**config.mk**
```make
export PLATFORM = sky130hd
export DESIGN_NAME = pipe_hazard_ctrl
export DESIGN_NICKNAME = d
export VERILOG_FILES = /design/src/rtl/pipe_hazard_ctrl.sv
export SDC_FILE = /design/constraint.sdc
export NUM_CORES = 1
export LEC_CHECK = 0
export ABC_AREA = 1
export ABC_CLOCK_PERIOD_IN_PS = 3600
export BUFFER_PORTS_ARGS = -buffer_cell sky130_fd_sc_hd__buf_4
export CAP_MARGIN = 20
export CORE_ASPECT_RATIO = 1.4
export CORE_MARGIN = 1
export CORE_UTILIZATION = 45
export CTS_BUF_LIST = sky130_fd_sc_hd__clkbuf_16
export DETAILED_ROUTE_END_ITERATION = 8
export GPL_ROUTABILITY_DRIVEN = 0
export PLACE_DENSITY = 0.87
export SLEW_MARGIN = 20
export SYNTH_ARGS = -nofsm -noshare
export SYNTH_HDL_FRONTEND = slang
export SYNTH_SLANG_ARGS = --single-unit
```
**constraint.sdc**
```tcl
create_clock -name clk -period 3.6 [get_ports clk]
set_input_delay 0.36 -clock clk [delete_from_list [all_inputs] [get_ports clk]]
set_output_delay 0.36 -clock clk [all_outputs]
set_load 0.02 [all_outputs]
```
**src/rtl/pipe_hazard_ctrl.sv**
```systemverilog
// Pipeline hazard sequencer: per-stage load/flush controls, dmem wait FSM, timeout flag, redirect latch.
// Optional perf counters are enabled by defining PIPE_PERF_CNT_EN.
module pipe_hazard_ctrl #(
  parameter int unsigned DMEM_TIMEOUT = 255,
  parameter int unsigned TO_W         = 8,
  parameter int unsigned CNT_W        = 32
) (
  input  logic             clk,
  input  logic             rst,
  input  logic             imem_resp,
  input  logic             dmem_req,
  input  logic             dmem_resp,
  input  logic             ex_is_load,
  input  logic [4:0]       ex_rd,
  input  logic [4:0]       id_rs1,
  input  logic [4:0]       id_rs2,
  input  logic             br_taken_mem,
  output logic             load_pc,
  output logic             load_if_id,
  output logic             load_id_ex,
  output logic             load_ex_mem,
  output logic             load_mem_wb,
  output logic             flush_if_id,
  output logic             flush_id_ex,
  output logic             flush_ex_mem,
  output logic             dmem_timeout,
  output logic [CNT_W-1:0] stall_cycles,
  output logic [CNT_W-1:0] flush_events
);

  typedef enum logic {D_IDLE, D_WAIT} dstate_t;

  localparam logic [TO_W-1:0] TO_LIM  = TO_W'(DMEM_TIMEOUT);
  localparam logic [TO_W-1:0] TO_LAST = TO_W'(DMEM_TIMEOUT - 1);

  dstate_t         state, state_nxt;
  logic            redirect_pend, pend_nxt;
  logic [TO_W-1:0] to_cnt;
  logic            dstall, istall, luh;

  assign dstall = ((state == D_IDLE) && dmem_req && !dmem_resp) ||
                  ((state == D_WAIT) && !dmem_resp);
  assign istall = !imem_resp;
  assign luh    = ex_is_load && (ex_rd != 5'd0) && ((ex_rd == id_rs1) || (ex_rd == id_rs2));

  always_ff @(posedge clk or negedge rst) begin
    if (!rst) begin
      state         <= D_IDLE;
      redirect_pend <= 1'b0;
    end else begin
      state         <= state_nxt;
      redirect_pend <= pend_nxt;
    end
  end

  // Next state and priority-ordered stage controls
  always_comb begin
    state_nxt    = state;
    pend_nxt     = redirect_pend;
    load_pc      = 1'b0;
    load_if_id   = 1'b0;
    load_id_ex   = 1'b0;
    load_ex_mem  = 1'b0;
    load_mem_wb  = 1'b0;
    flush_if_id  = 1'b0;
    flush_id_ex  = 1'b0;
    flush_ex_mem = 1'b0;

    if (state == D_IDLE) begin
      if (dmem_req && !dmem_resp) state_nxt = D_WAIT;
    end else begin
      if (dmem_resp) state_nxt = D_IDLE;
    end

    if (dstall) begin
      pend_nxt = redirect_pend;
    end else if (br_taken_mem) begin
      load_pc      = 1'b1;
      load_id_ex   = 1'b1;
      load_ex_mem  = 1'b1;
      load_mem_wb  = 1'b1;
      flush_id_ex  = 1'b1;
      flush_ex_mem = 1'b1;
      // A stalled fetch cannot take the bubble now; remember to discard it on arrival
      load_if_id   = !istall;
      flush_if_id  = !istall;
      if (istall || redirect_pend) pend_nxt = 1'b1;
    end else if (redirect_pend && imem_resp) begin
      load_pc      = 1'b1;
      load_if_id   = 1'b1;
      load_id_ex   = 1'b1;
      load_ex_mem  = 1'b1;
      load_mem_wb  = 1'b1;
      flush_if_id  = 1'b1;
      pend_nxt     = 1'b0;
    end else if (luh || istall) begin
      load_id_ex   = 1'b1;
      flush_id_ex  = 1'b1;
      load_ex_mem  = 1'b1;
      load_mem_wb  = 1'b1;
    end else begin
      load_pc      = 1'b1;
      load_if_id   = 1'b1;
      load_id_ex   = 1'b1;
      load_ex_mem  = 1'b1;
      load_mem_wb  = 1'b1;
    end

    if (!rst) begin
      load_pc      = 1'b0;
      load_if_id   = 1'b0;
      load_id_ex   = 1'b0;
      load_ex_mem  = 1'b0;
      load_mem_wb  = 1'b0;
      flush_if_id  = 1'b0;
      flush_id_ex  = 1'b0;
      flush_ex_mem = 1'b0;
    end
  end

  // Saturating wait counter and sticky timeout flag
  always_ff @(posedge clk or negedge rst) begin
    if (!rst) begin
      to_cnt       <= '0;
      dmem_timeout <= 1'b0;
    end else if (state == D_WAIT) begin
      if (to_cnt != TO_LIM) to_cnt <= to_cnt + TO_W'(1);
      if (to_cnt == TO_LAST) dmem_timeout <= 1'b1;
    end else begin
      to_cnt <= '0;
    end
  end

`ifdef PIPE_PERF_CNT_EN
  logic [CNT_W-1:0] stall_cnt, flush_cnt;

  always_ff @(posedge clk or negedge rst) begin
    if (!rst) begin
      stall_cnt <= '0;
      flush_cnt <= '0;
    end else begin
      if (dstall || istall || luh) stall_cnt <= stall_cnt + CNT_W'(1);
      if (br_taken_mem && !dstall) flush_cnt <= flush_cnt + CNT_W'(1);
    end
  end

  assign stall_cycles = stall_cnt;
  assign flush_events = flush_cnt;
`else
  assign stall_cycles = '0;
  assign flush_events = '0;
`endif

endmodule
```
==> results of run 1 <==
[cell type report]
class                           count  area (um^2)  share of cell area, %
Timing Repair Buffer               31          235                   16.4
Tap cell                           37         46.3                   3.24
Clock buffer                        3         75.1                   5.25
Inverter                           29          109                   7.61
Clock inverter                      1         3.75                  0.262
Sequential cell                    11          275                   19.2
Multi-Input combinational cell    147          686                   47.9
[cells by family after synthesis]
logic type | count (synthesis) | synth area share, %
AOI/OAI and AO/OA | 18 | 8.31
xor gates and xnor gates | 3 | 1.96
adders and majority gates | 2 | 1.87
buffers and inverters | 96 | 45.9
DFF | 11 | 20.5
other | 1 | 0.280
and+or+nand+nor | 60 | 21.1
[critical path: stages]
cell                            delay [ns]
sky130_fd_sc_hd__dlygate4sd3_1        0.53
sky130_fd_sc_hd__buf_4                0.21
sky130_fd_sc_hd__nand2_4              0.08
sky130_fd_sc_hd__nor2_2               0.10
sky130_fd_sc_hd__nand2_1              0.10
sky130_fd_sc_hd__a21oi_2              0.12
sky130_fd_sc_hd__buf_4                0.14
[Yosys cell counts (4+ instances only)]
| master | instances | area (um^2) |
|---|---|---|
| sky130_fd_sc_hd__a21oi_1 | 5 | 25.0 |
| sky130_fd_sc_hd__buf_4 | 66 | 495 |
| sky130_fd_sc_hd__dfrtp_1 | 11 | 275 |
| sky130_fd_sc_hd__inv_1 | 25 | 93.8 |
| sky130_fd_sc_hd__inv_2 | 4 | 15.0 |
| sky130_fd_sc_hd__nand2_1 | 31 | 116 |
| sky130_fd_sc_hd__nand3_1 | 6 | 30.0 |
| sky130_fd_sc_hd__nor2_1 | 11 | 41.3 |
| sky130_fd_sc_hd__nor2_2 | 5 | 31.3 |
| sky130_fd_sc_hd__o21ai_0 | 5 | 25.0 |
[stage by stage]
step,hold slack [ns],std cells,utilization [%]
2_1_floorplan,0.0644,254,-
3_3_place_gp,0.213,254,47.1
3_5_place_dp,0.215,254,47.1
4_1_cts,0.286,259,50.2
5_1_grt,0.288,259,50.2
6_report,0.287,259,50.2
[report_power, final]
group | internal, W | switching (W) | leakage [nW]
Combinational | 0.0000381 | 0.000100 | 0.657
Sequential | 0.000129 | 0.00000555 | 0.149
Clock | 0.000146 | 0.0000544 | 0.0423
[metal layers]
layer	vias up	wire [um]
met4	0	42
met2	59	1020
met5	-	0
met3	3	210
met1	446	700
li1	510	-
[path summary, 6_finish.rpt]
path | from | to | slack, ns | cells past startpoint
setup / recovery | rst | load_if_id | 1.60 | 7
hold / removal | dmem_resp | state$_DFF_PN0_ | 0.29 | 2
setup reg to reg | to_cnt[1]$_DFFE_PN0P_ | to_cnt[6]$_DFFE_PN0P_ | 2.22 | 8
hold reg to reg | dmem_timeout$_DFFE_PN0P_ | dmem_timeout$_DFFE_PN0P_ | 0.48 | 1
max in group asynchronous | rst | to_cnt[7]$_DFFE_PN0P_ | 2.93 | 2
min in group asynchronous | rst | to_cnt[1]$_DFFE_PN0P_ | 0.51 | 2
[registers in the layout (all words and copies together), names as in the netlist]
| name | flops |
|---|---|
| to_cnt | 8 |
| dmem_timeout | 1 |
| state | 1 |
| redirect_pend | 1 |
[placed cells by master (no fill, tap or decap), drive strengths merged]
cell type    Yosys  routed
nand3            8       8
a21oi            6       6
inv             29      30
dlygate4sd3      0       1
a211oi           2       2
nand2           33      33
o21ai            6       6
conb             1      64
xnor2            2       2
nor2            17      17
a31o             1       1
dfrtp           11      11
a31oi            2       2
clkbuf           0       3
buf             67      30
nor3             2       2
xor2             1       1
o21a             1       1
ha               2       2
==> summary.txt, run 1 <==
Mean routed wirelength per cell = 7.63 um
Iteration-0 DRC count of the detailed router = 16
Post-detailed-placement half-perimeter wirelength = 1700 um
Busiest layer in global routing = met2
Number of enable-type register cells in the synthesized netlist = 0
Average cell area after synthesis = 7.02 um^2
Final design area excluding fillers = 1430 um^2
IR Drop Worst-Case VDD = 239 uV
Kind of critical path = in -> out
Crit path required time = 3.24 ns
# IOs = 95
Worst path arrival time = 1.64 ns
Post-synth design cell area = 1340 um^2
Setup total negative slack = 0 ns
Number of fill cells in the layout = 305
Crit share post-route = 55.6%
Skew-Pair Late Insertion Delay = 0.24 ns
Total of cells resized after clock tree synthesis = 0
Maximum number of pins on one net before global-route repair = 13
First-pass GRT wire length = 2860 um
Vias/cell = 3.93
Area grow syn2layout = 6.72%
# H-tree levels = 1
Power consumption = 0.000472 W
TritonCTS Buffers = 3
Die span in y = 66.6 um
Combined global-route utilization of all metal layers = 12.9%
Met2 global-route usage = 23.0%
Effective utilization at floorplan = 47.0%
Remaining global-route overflow = 0
Final Hold Vio Count = 0
Setup slack after layout = 1.60 ns
PwrDens = 330 nW/um^2
Async SR Flop Fraction = 100%
DRT Wirelength = 1980 um
Overall die width = 48.1 um
Type of origin of the critical path = input pin
Count of input and output buffers = 30
Type of destination of the critical path = output pin
Run status = finished, final reports clean
GRT met1 Usage = 11.5%
Count of yosys warnings during synthesis = 0
Number of vias in the routed layout = 1,018
Placed inst area = 1340 um^2
Shortest period the worst path allows = 2.00 ns
Clock Tree Root = sky130_fd_sc_hd__clkbuf_16
Count of buffers added by post-CTS timing repair for setup = 0
Static Leakage = 0.848 nW
Worst-path clk slew = 0.04 ns
CTS sink cnt = 11
Synthesized instance count = 191
Portion of the post-synthesis area used by sequential elements = 20.5%
Final Skew = 0.000631 ns
Met3 Usage GRT = 4.07%
Fin nets = 247
Worst min-delay path category = in -> reg
Hold Buf Count CTS = 1
Maximum clock frequency = 0.500 GHz
Antenna violations before repair = 0
Unrepaired setup endpoints after global routing = false
Library cells used by synthesis = 27
Fraction of layout cells with a size suffix above 1 = 23.0%
# setup viols final = 0
Final Max Tran Viols = 0
Flip-flop and latch count after synthesis = 11
TritonCTS clock tree = done
Antenna Violating Nets Remaining = 0
Total DRC errors in the routed layout = 0
Maximum buffer depth of the clock tree = 2
Max-cap violations = 0
Setup slack at placement = 1.91 ns
Area of the core = 2850 um^2
Cell Rows = 23
Most used DFF post-synth = sky130_fd_sc_hd__dfrtp_1
Max Fanout on Critical Path = 12
Die outline area = 3200 um^2
Drt pass-1 iters = 4
Diodes inserted = 0
Vias in the first global route = 779
(Power assumes the default switching activity.)
==> run 2, diff against run 1 <==
--- a/config.mk
+++ b/config.mk
@@ -6,16 +6,16 @@
 export NUM_CORES = 1
 export LEC_CHECK = 0
 export ABC_AREA = 1
-export ABC_CLOCK_PERIOD_IN_PS = 3600
+export ABC_CLOCK_PERIOD_IN_PS = 2070
 export BUFFER_PORTS_ARGS = -buffer_cell sky130_fd_sc_hd__buf_4
 export CAP_MARGIN = 20
 export CORE_ASPECT_RATIO = 1.4
 export CORE_MARGIN = 1
-export CORE_UTILIZATION = 45
+export CORE_UTILIZATION = 41
 export CTS_BUF_LIST = sky130_fd_sc_hd__clkbuf_16
 export DETAILED_ROUTE_END_ITERATION = 8
 export GPL_ROUTABILITY_DRIVEN = 0
-export PLACE_DENSITY = 0.87
+export PLACE_DENSITY = 0.8
 export SLEW_MARGIN = 20
 export SYNTH_ARGS = -nofsm -noshare
 export SYNTH_HDL_FRONTEND = slang
==> constraint.sdc (replaced) <==
create_clock -name clk -period 2.07 [get_ports clk]
set_input_delay 0.207 -clock clk [delete_from_list [all_inputs] [get_ports clk]]
set_output_delay 0.207 -clock clk [all_outputs]
set_load 0.02 [all_outputs]
==> summary.txt, run 2 (synthesis results as in run 1) <==
First-pass GRT wire length = 3390 um (+19%)
Worst path arrival time = 1.51 ns (-0.13 ns)
Area grow syn2layout = 6.91%
Setup slack after layout = 0.354 ns (-1.25 ns)
Remaining global-route overflow = 0 (unchanged)
Crit path required time = 1.86 ns (-1.38 ns)
Number of vias in the routed layout = 1,032 (+1.4%)
Worst Hold Slack = 0.130 ns (-0.158 ns)
Count of buffers added by post-CTS timing repair for setup = 0 (unchanged)
Diodes inserted = 0 (unchanged)
Top register by number of flip-flops = to_cnt
PwrDens = 573 nW/um^2 (+74%)
Total of cells resized after clock tree synthesis = 0 (unchanged)
Crit-path leading delay family = flip-flops
Worst Hold End = state$_DFF_PN0_
Setup slack at placement = 0.602 ns (-1.31 ns)
Post-detailed-placement half-perimeter wirelength = 1740 um (+2.5%)
Number of fill cells in the layout = 322 (+5.6%)
Die span in y = 69.6 um (+4.6%)
Clock Tree Root = sky130_fd_sc_hd__clkbuf_16
Iteration-0 DRC count of the detailed router = 19 (+3)
Antenna Violating Nets Remaining = 0 (unchanged)
Count of input and output buffers = 30 (unchanged)
Effective utilization at floorplan = 42.9% (-4.1 points)
Number of cells on the worst hold path = 2 (unchanged)
Crit share post-route = 82.9%
Antenna violations before repair = 0 (unchanged)
Drt pass-1 iters = 4 (unchanged)
Final Skew = 0.000924 ns (+0.000293 ns)
Max Fanout on Critical Path = 9 (-3)
CTS sink cnt = 11 (unchanged)
Run status = finished, final reports clean
Maximum clock frequency = 0.583 GHz
Final Hold Vio Count = 0 (unchanged)
CP most frequent cell = sky130_fd_sc_hd__nor2_2
Highest-count cells in the layout ignoring fill and taps = sky130_fd_sc_hd__conb_1, sky130_fd_sc_hd__nand2_1, sky130_fd_sc_hd__buf_4
Buffers & Inverters on Critical Path = 2 (-1)
Maximum buffer depth of the clock tree = 2 (unchanged)
Mean routed wirelength per cell = 8.12 um (+6.5%)
Critical path cell sequence = nor2_2, nor2_2, inv_2, nand2_4, nor2_2, nand2_1, a21oi_2, buf_4
Cell at the slowest stage of the critical path = sky130_fd_sc_hd__dfrtp_1
Launch point of the worst reg-to-reg path = to_cnt[1]$_DFFE_PN0P_
Type of origin of the critical path = flip-flop
Worst-path clk slew = 0.04 ns (about the same)
Static Leakage = 0.848 nW (unchanged)
Worst min-delay path category = in -> reg
Shortest period the worst path allows = 1.72 ns
Most frequent standard cell in the layout excluding fill and tap cells = sky130_fd_sc_hd__conb_1
Fin nets = 247 (unchanged)
Setup total negative slack = 0 ns (unchanged)
Util after Layout = 45.9% (-4.3 points)
# IOs = 95 (unchanged)
Cell depth of the worst flop-to-flop path = 8 (unchanged)
Kind of critical path = reg -> out
# setup viols final = 0 (unchanged)
Fraction of layout cells with a size suffix above 1 = 23.0% (unchanged)
# H-tree levels = 1 (unchanged)
Vias in the first global route = 850 (+9.1%)
Overall die width = 50.3 um (+4.6%)
Slowest cell delay on critical path = 0.47 ns (-0.06 ns)
Maximum number of pins on one net before global-route repair = 13 (unchanged)
R2R Setup Slk = 0.62 ns (-1.60 ns)
Final design area excluding fillers = 1430 um^2 (+0.17%)
Final Max Tran Viols = 0 (unchanged)
IR Drop Worst-Case VDD = 286 uV (+20%)
Vias/cell = 3.95 (+0.60%)
Min-delay src = dmem_resp
DRT Wirelength = 2120 um (+7.3%)
Skew-Pair Late Insertion Delay = 0.24 ns (about the same)
Total DRC errors in the routed layout = 0 (unchanged)
Die outline area = 3500 um^2 (+9.4%)
Unrepaired setup endpoints after global routing = false
Placed inst area = 1340 um^2 (+0.19%)
Area of the core = 3120 um^2 (+9.6%)
Type of destination of the critical path = output pin
Combined global-route utilization of all metal layers = 12.5% (-0.35 points)
TritonCTS clock tree = done
Flip-flop count of the largest register, all copies and words added = 8 (unchanged)
Hold Buf Count CTS = 1 (unchanged)
Cell Rows = 24 (+4.3%)
Endpoint of the worst-slack reg-to-reg timing path = to_cnt[6]$_DFFE_PN0P_
Max-cap violations = 0 (unchanged)
TritonCTS Buffers = 3 (unchanged)
-- run 2: worst max-delay path by stage --
| stage | from | endpoint | slack (ns) | cells after the start |
|---|---|---|---|---|
| 3_3_place_gp | state$_DFF_PN0_ | load_if_id | 0.65 | 8 |
| 2_1_floorplan | state$_DFF_PN0_ | load_if_id | 0.53 | 8 |
| 3_5_place_dp | state$_DFF_PN0_ | load_if_id | 0.60 | 8 |
| 6_report | state$_DFF_PN0_ | load_if_id | 0.35 | 8 |
| 4_1_cts | state$_DFF_PN0_ | load_if_id | 0.35 | 8 |
| 5_1_grt | state$_DFF_PN0_ | load_if_id | 0.20 | 8 |
-- run 2: where the power goes --
group	internal, W	switching (W)	total [W]
clock network	0.000253	0.0000942	0.000348
logic	0.0000665	0.000174	0.000240
registers	0.000224	0.00000978	0.000233
-- run 2: metal layers --
layer	up-vias	part of all wire (%)	global-route usage, %
met3	5	11	2.63
li1	513	-	-
met2	68	51	22.7
met1	446	35	13.1
met5	-	0	0
met4	0	2.7	6.48
-- run 2: area by class of cell --
class / instances / area, um^2 / area share (%)
inverter: 29 / 109 / 7.60
multi-input combinational: 147 / 686 / 47.9
tap: 39 / 48.8 / 3.41
clock buffer: 3 / 75.1 / 5.24
clock inverter: 1 / 3.75 / 0.262
sequential: 11 / 275 / 19.2
timing repair buffer: 31 / 235 / 16.4
-- run 2: per-stage QoR --
stage	total power [W]	cells
3_5_place_dp	0.000474	256
6_report	0.000821	261
4_1_cts	0.000830	261
5_1_grt	0.000864	261
3_3_place_gp	0.000471	256
2_1_floorplan	0.000504	254
-- run 2: worst register-to-register path: cells and delay by family (launching register included) --
family                   cells  cell delay (ns)
flip-flops                   1             0.40
AND/OR/NAND/NOR              3             0.37
adder cells (fa/ha/maj)      1             0.22
AO/OA/AOI/OAI                2             0.22
buffers and inverters        2             0.13
==> run 3, diff against run 2 <==
--- a/config.mk
+++ b/config.mk
@@ -6,16 +6,16 @@
 export NUM_CORES = 1
 export LEC_CHECK = 0
 export ABC_AREA = 1
-export ABC_CLOCK_PERIOD_IN_PS = 2070
+export ABC_CLOCK_PERIOD_IN_PS = 1500
 export BUFFER_PORTS_ARGS = -buffer_cell sky130_fd_sc_hd__buf_4
 export CAP_MARGIN = 20
 export CORE_ASPECT_RATIO = 1.4
 export CORE_MARGIN = 1
-export CORE_UTILIZATION = 41
+export CORE_UTILIZATION = 37
 export CTS_BUF_LIST = sky130_fd_sc_hd__clkbuf_16
 export DETAILED_ROUTE_END_ITERATION = 8
 export GPL_ROUTABILITY_DRIVEN = 0
-export PLACE_DENSITY = 0.8
+export PLACE_DENSITY = 0.76
 export SLEW_MARGIN = 20
 export SYNTH_ARGS = -nofsm -noshare
 export SYNTH_HDL_FRONTEND = slang
==> constraint.sdc (replaced) <==
create_clock -name clk -period 1.5 [get_ports clk]
set_input_delay 0.15 -clock clk [delete_from_list [all_inputs] [get_ports clk]]
set_output_delay 0.15 -clock clk [all_outputs]
set_load 0.02 [all_outputs]
==> summary.txt, run 3 (synthesis results as in run 1) <==
Combined global-route utilization of all metal layers = 11.7% (-0.82 points)
PwrDens = 781 nW/um^2 (+36%)
Buffers & Inverters on Critical Path = 2 (unchanged)
Most frequent standard cell in the layout excluding fill and tap cells = sky130_fd_sc_hd__conb_1
Fin nets = 249 (+0.81%)
Number of vias in the routed layout = 1,028 (-0.39%)
First-pass GRT wire length = 3320 um (-2.2%)
Critical path depth = 8 (unchanged)
Drt pass-1 iters = 4 (unchanged)
# setup viols final = 0 (unchanged)
Area grow syn2layout = 9.90%
Count of input and output buffers = 30 (unchanged)
Kind of critical path = reg -> out
Setup total negative slack = 0 ns (unchanged)
Number of cells on the worst hold path = 2 (unchanged)
Final Max Tran Viols = 0 (unchanged)
Maximum clock frequency = 0.673 GHz
Flip-flop count of the largest register, all copies and words added = 8 (unchanged)
Die outline area = 3870 um^2 (+10%)
Area of the core = 3410 um^2 (+9.2%)
Static Leakage = 0.859 nW (+1.3%)
Critical path cell sequence = nor2_2, nor2_2, inv_2, nand2_4, nor2_4, nand2_2, a21oi_2, buf_6
Final design area excluding fillers = 1470 um^2 (+2.8%)
Mean routed wirelength per cell = 8.21 um (+1.1%)
Slowest cell delay on critical path = 0.38 ns (-0.09 ns)
Type of destination of the critical path = output pin
Post-detailed-placement half-perimeter wirelength = 1800 um (+3.7%)
Worst-path clk slew = 0.04 ns (about the same)
# IOs = 95 (unchanged)
Busiest layer in global routing = met2
Launch point of the worst reg-to-reg path = to_cnt[0]$_DFFE_PN0P_
Final Skew = 0.000871 ns (-0.0000526 ns)
Effective utilization at floorplan = 39.3% (-3.6 points)
Crit share post-route = 99.1%
IR Drop Worst-Case VDD = 613 uV (+110%)
Clock Tree Root = sky130_fd_sc_hd__clkbuf_16
Cell at the slowest stage of the critical path = sky130_fd_sc_hd__dfrtp_1
Iteration-0 DRC count of the detailed router = 18 (-1)
DRT Wirelength = 2170 um (+2.2%)
Highest-count cells in the layout ignoring fill and taps = sky130_fd_sc_hd__conb_1, sky130_fd_sc_hd__nand2_1, sky130_fd_sc_hd__buf_4
Met2 global-route usage = 21.9% (-0.73 points)
Type of origin of the critical path = flip-flop
CTS sink cnt = 11 (unchanged)
TritonCTS clock tree = done
Die span in y = 73.2 um (+5.1%)
Remaining global-route overflow = 0 (unchanged)
CP most frequent cell = sky130_fd_sc_hd__nor2_2
Unrepaired setup endpoints after global routing = true
Cell Rows = 25 (+4.2%)
Vias/cell = 3.89 (-1.5%)
Total DRC errors in the routed layout = 0 (unchanged)
Run status = finished, final reports clean
Fraction of layout cells with a size suffix above 1 = 25.0% (+2.0 points)
Crit-path leading delay family = simple AND/OR/NAND/NOR gates
Maximum number of pins on one net before global-route repair = 12 (-1)
GRT met1 Usage = 11.5% (-1.6 points)
Maximum buffer depth of the clock tree = 2 (unchanged)
TritonCTS Buffers = 3 (unchanged)
Max-cap violations = 0 (unchanged)
Critical Path Start = state$_DFF_PN0_
Worst min-delay path category = in -> reg
Min-delay src = dmem_resp
Shortest period the worst path allows = 1.49 ns
Vias in the first global route = 825 (-2.9%)
# H-tree levels = 1 (unchanged)
Top register by number of flip-flops = to_cnt
Post-route insts no fill = 264 (+1.1%)
Crit path required time = 1.35 ns (-0.51 ns)
Placed inst area = 1350 um^2 (+0.65%)
Diodes inserted = 0 (unchanged)
Final Hold Vio Count = 0 (unchanged)
Placed Instances = 258 (+0.78%)
Skew-Pair Late Insertion Delay = 0.24 ns (about the same)
Cell depth of the worst flop-to-flop path = 8 (unchanged)
Met3 Usage GRT = 3.13% (+0.49 points)
Number of fill cells in the layout = 374 (+16%)
Overall die width = 52.9 um (+5.1%)
Worst path arrival time = 1.34 ns (-0.17 ns)
Antenna Violating Nets Remaining = 0 (unchanged)
Max Fanout on Critical Path = 4 (-5)
Antenna violations before repair = 0 (unchanged)
run 3: changes by cell type in the layout (fill, tap and decap cells not counted):
| cell | previous run | this run |
|---|---|---|
| sky130_fd_sc_hd__buf_6 | 0 | 2 |
| sky130_fd_sc_hd__nor2_4 | 1 | 3 |
| sky130_fd_sc_hd__dfrtp_1 | 11 | 10 |
| sky130_fd_sc_hd__dfrtp_2 | 0 | 1 |
| sky130_fd_sc_hd__nand2_1 | 31 | 30 |
| sky130_fd_sc_hd__nand2_2 | 1 | 2 |
| sky130_fd_sc_hd__nor2_1 | 11 | 10 |
| sky130_fd_sc_hd__nor2_2 | 5 | 4 |
run 3: final timing paths:
path / to / slack [ns]
max: load_if_id / 0.01
min: state$_DFF_PN0_ / 0.08
max reg2reg: to_cnt[6]$_DFFE_PN0P_ / 0.16
min reg2reg: dmem_timeout$_DFFE_PN0P_ / 0.49
max in group asynchronous: to_cnt[1]$_DFFE_PN0P_ / 0.73
min in group asynchronous: to_cnt[0]$_DFFE_PN0P_ / 0.42
run 3: layout make-up:
type | instances | area, um^2 | share of cell area [%]
Inverter | 29 | 109 | 7.39
Sequential cell | 11 | 277 | 18.8
Multi-Input combinational cell | 147 | 701 | 47.6
Clock buffer | 3 | 75.1 | 5.10
Clock inverter | 1 | 3.75 | 0.255
Tap cell | 40 | 50.0 | 3.40
Timing Repair Buffer | 33 | 258 | 17.5
run 3: where the power goes:
group	switching [W]	internal (W)
combinational	0.000248	0.000100
clock	0.000133	0.000350
sequential	0.0000102	0.000309
total	0.000391	0.000759
run 3: stage by stage:
stage          hold WS [ns]  power (W)  setup slack [ns]  util (%)
2_1_floorplan        -0.146   0.000696            0.0170         -
3_3_place_gp        0.00401   0.000654             0.196      39.7
3_5_place_dp        0.00329   0.000659             0.160      39.7
4_1_cts              0.0744    0.00115           0.00423      42.6
5_1_grt              0.0836    0.00122           -0.0875      43.2
6_report             0.0774    0.00115            0.0133      43.2
run 3: timing repair:
action,in CTS,in global routing
buffers inserted,0,1
hold buffers,1,0
setup endpoints to repair,1,4
pin swaps,3,0
resized for setup,3,4
hold endpoints to repair,11,0
run 3: per-layer routing:
layer | share of wire (%) | up-vias
met5 | 0 | -
met4 | 1.6 | 0
met3 | 11 | 3
met2 | 55 | 60
met1 | 33 | 447
li1 | - | 518
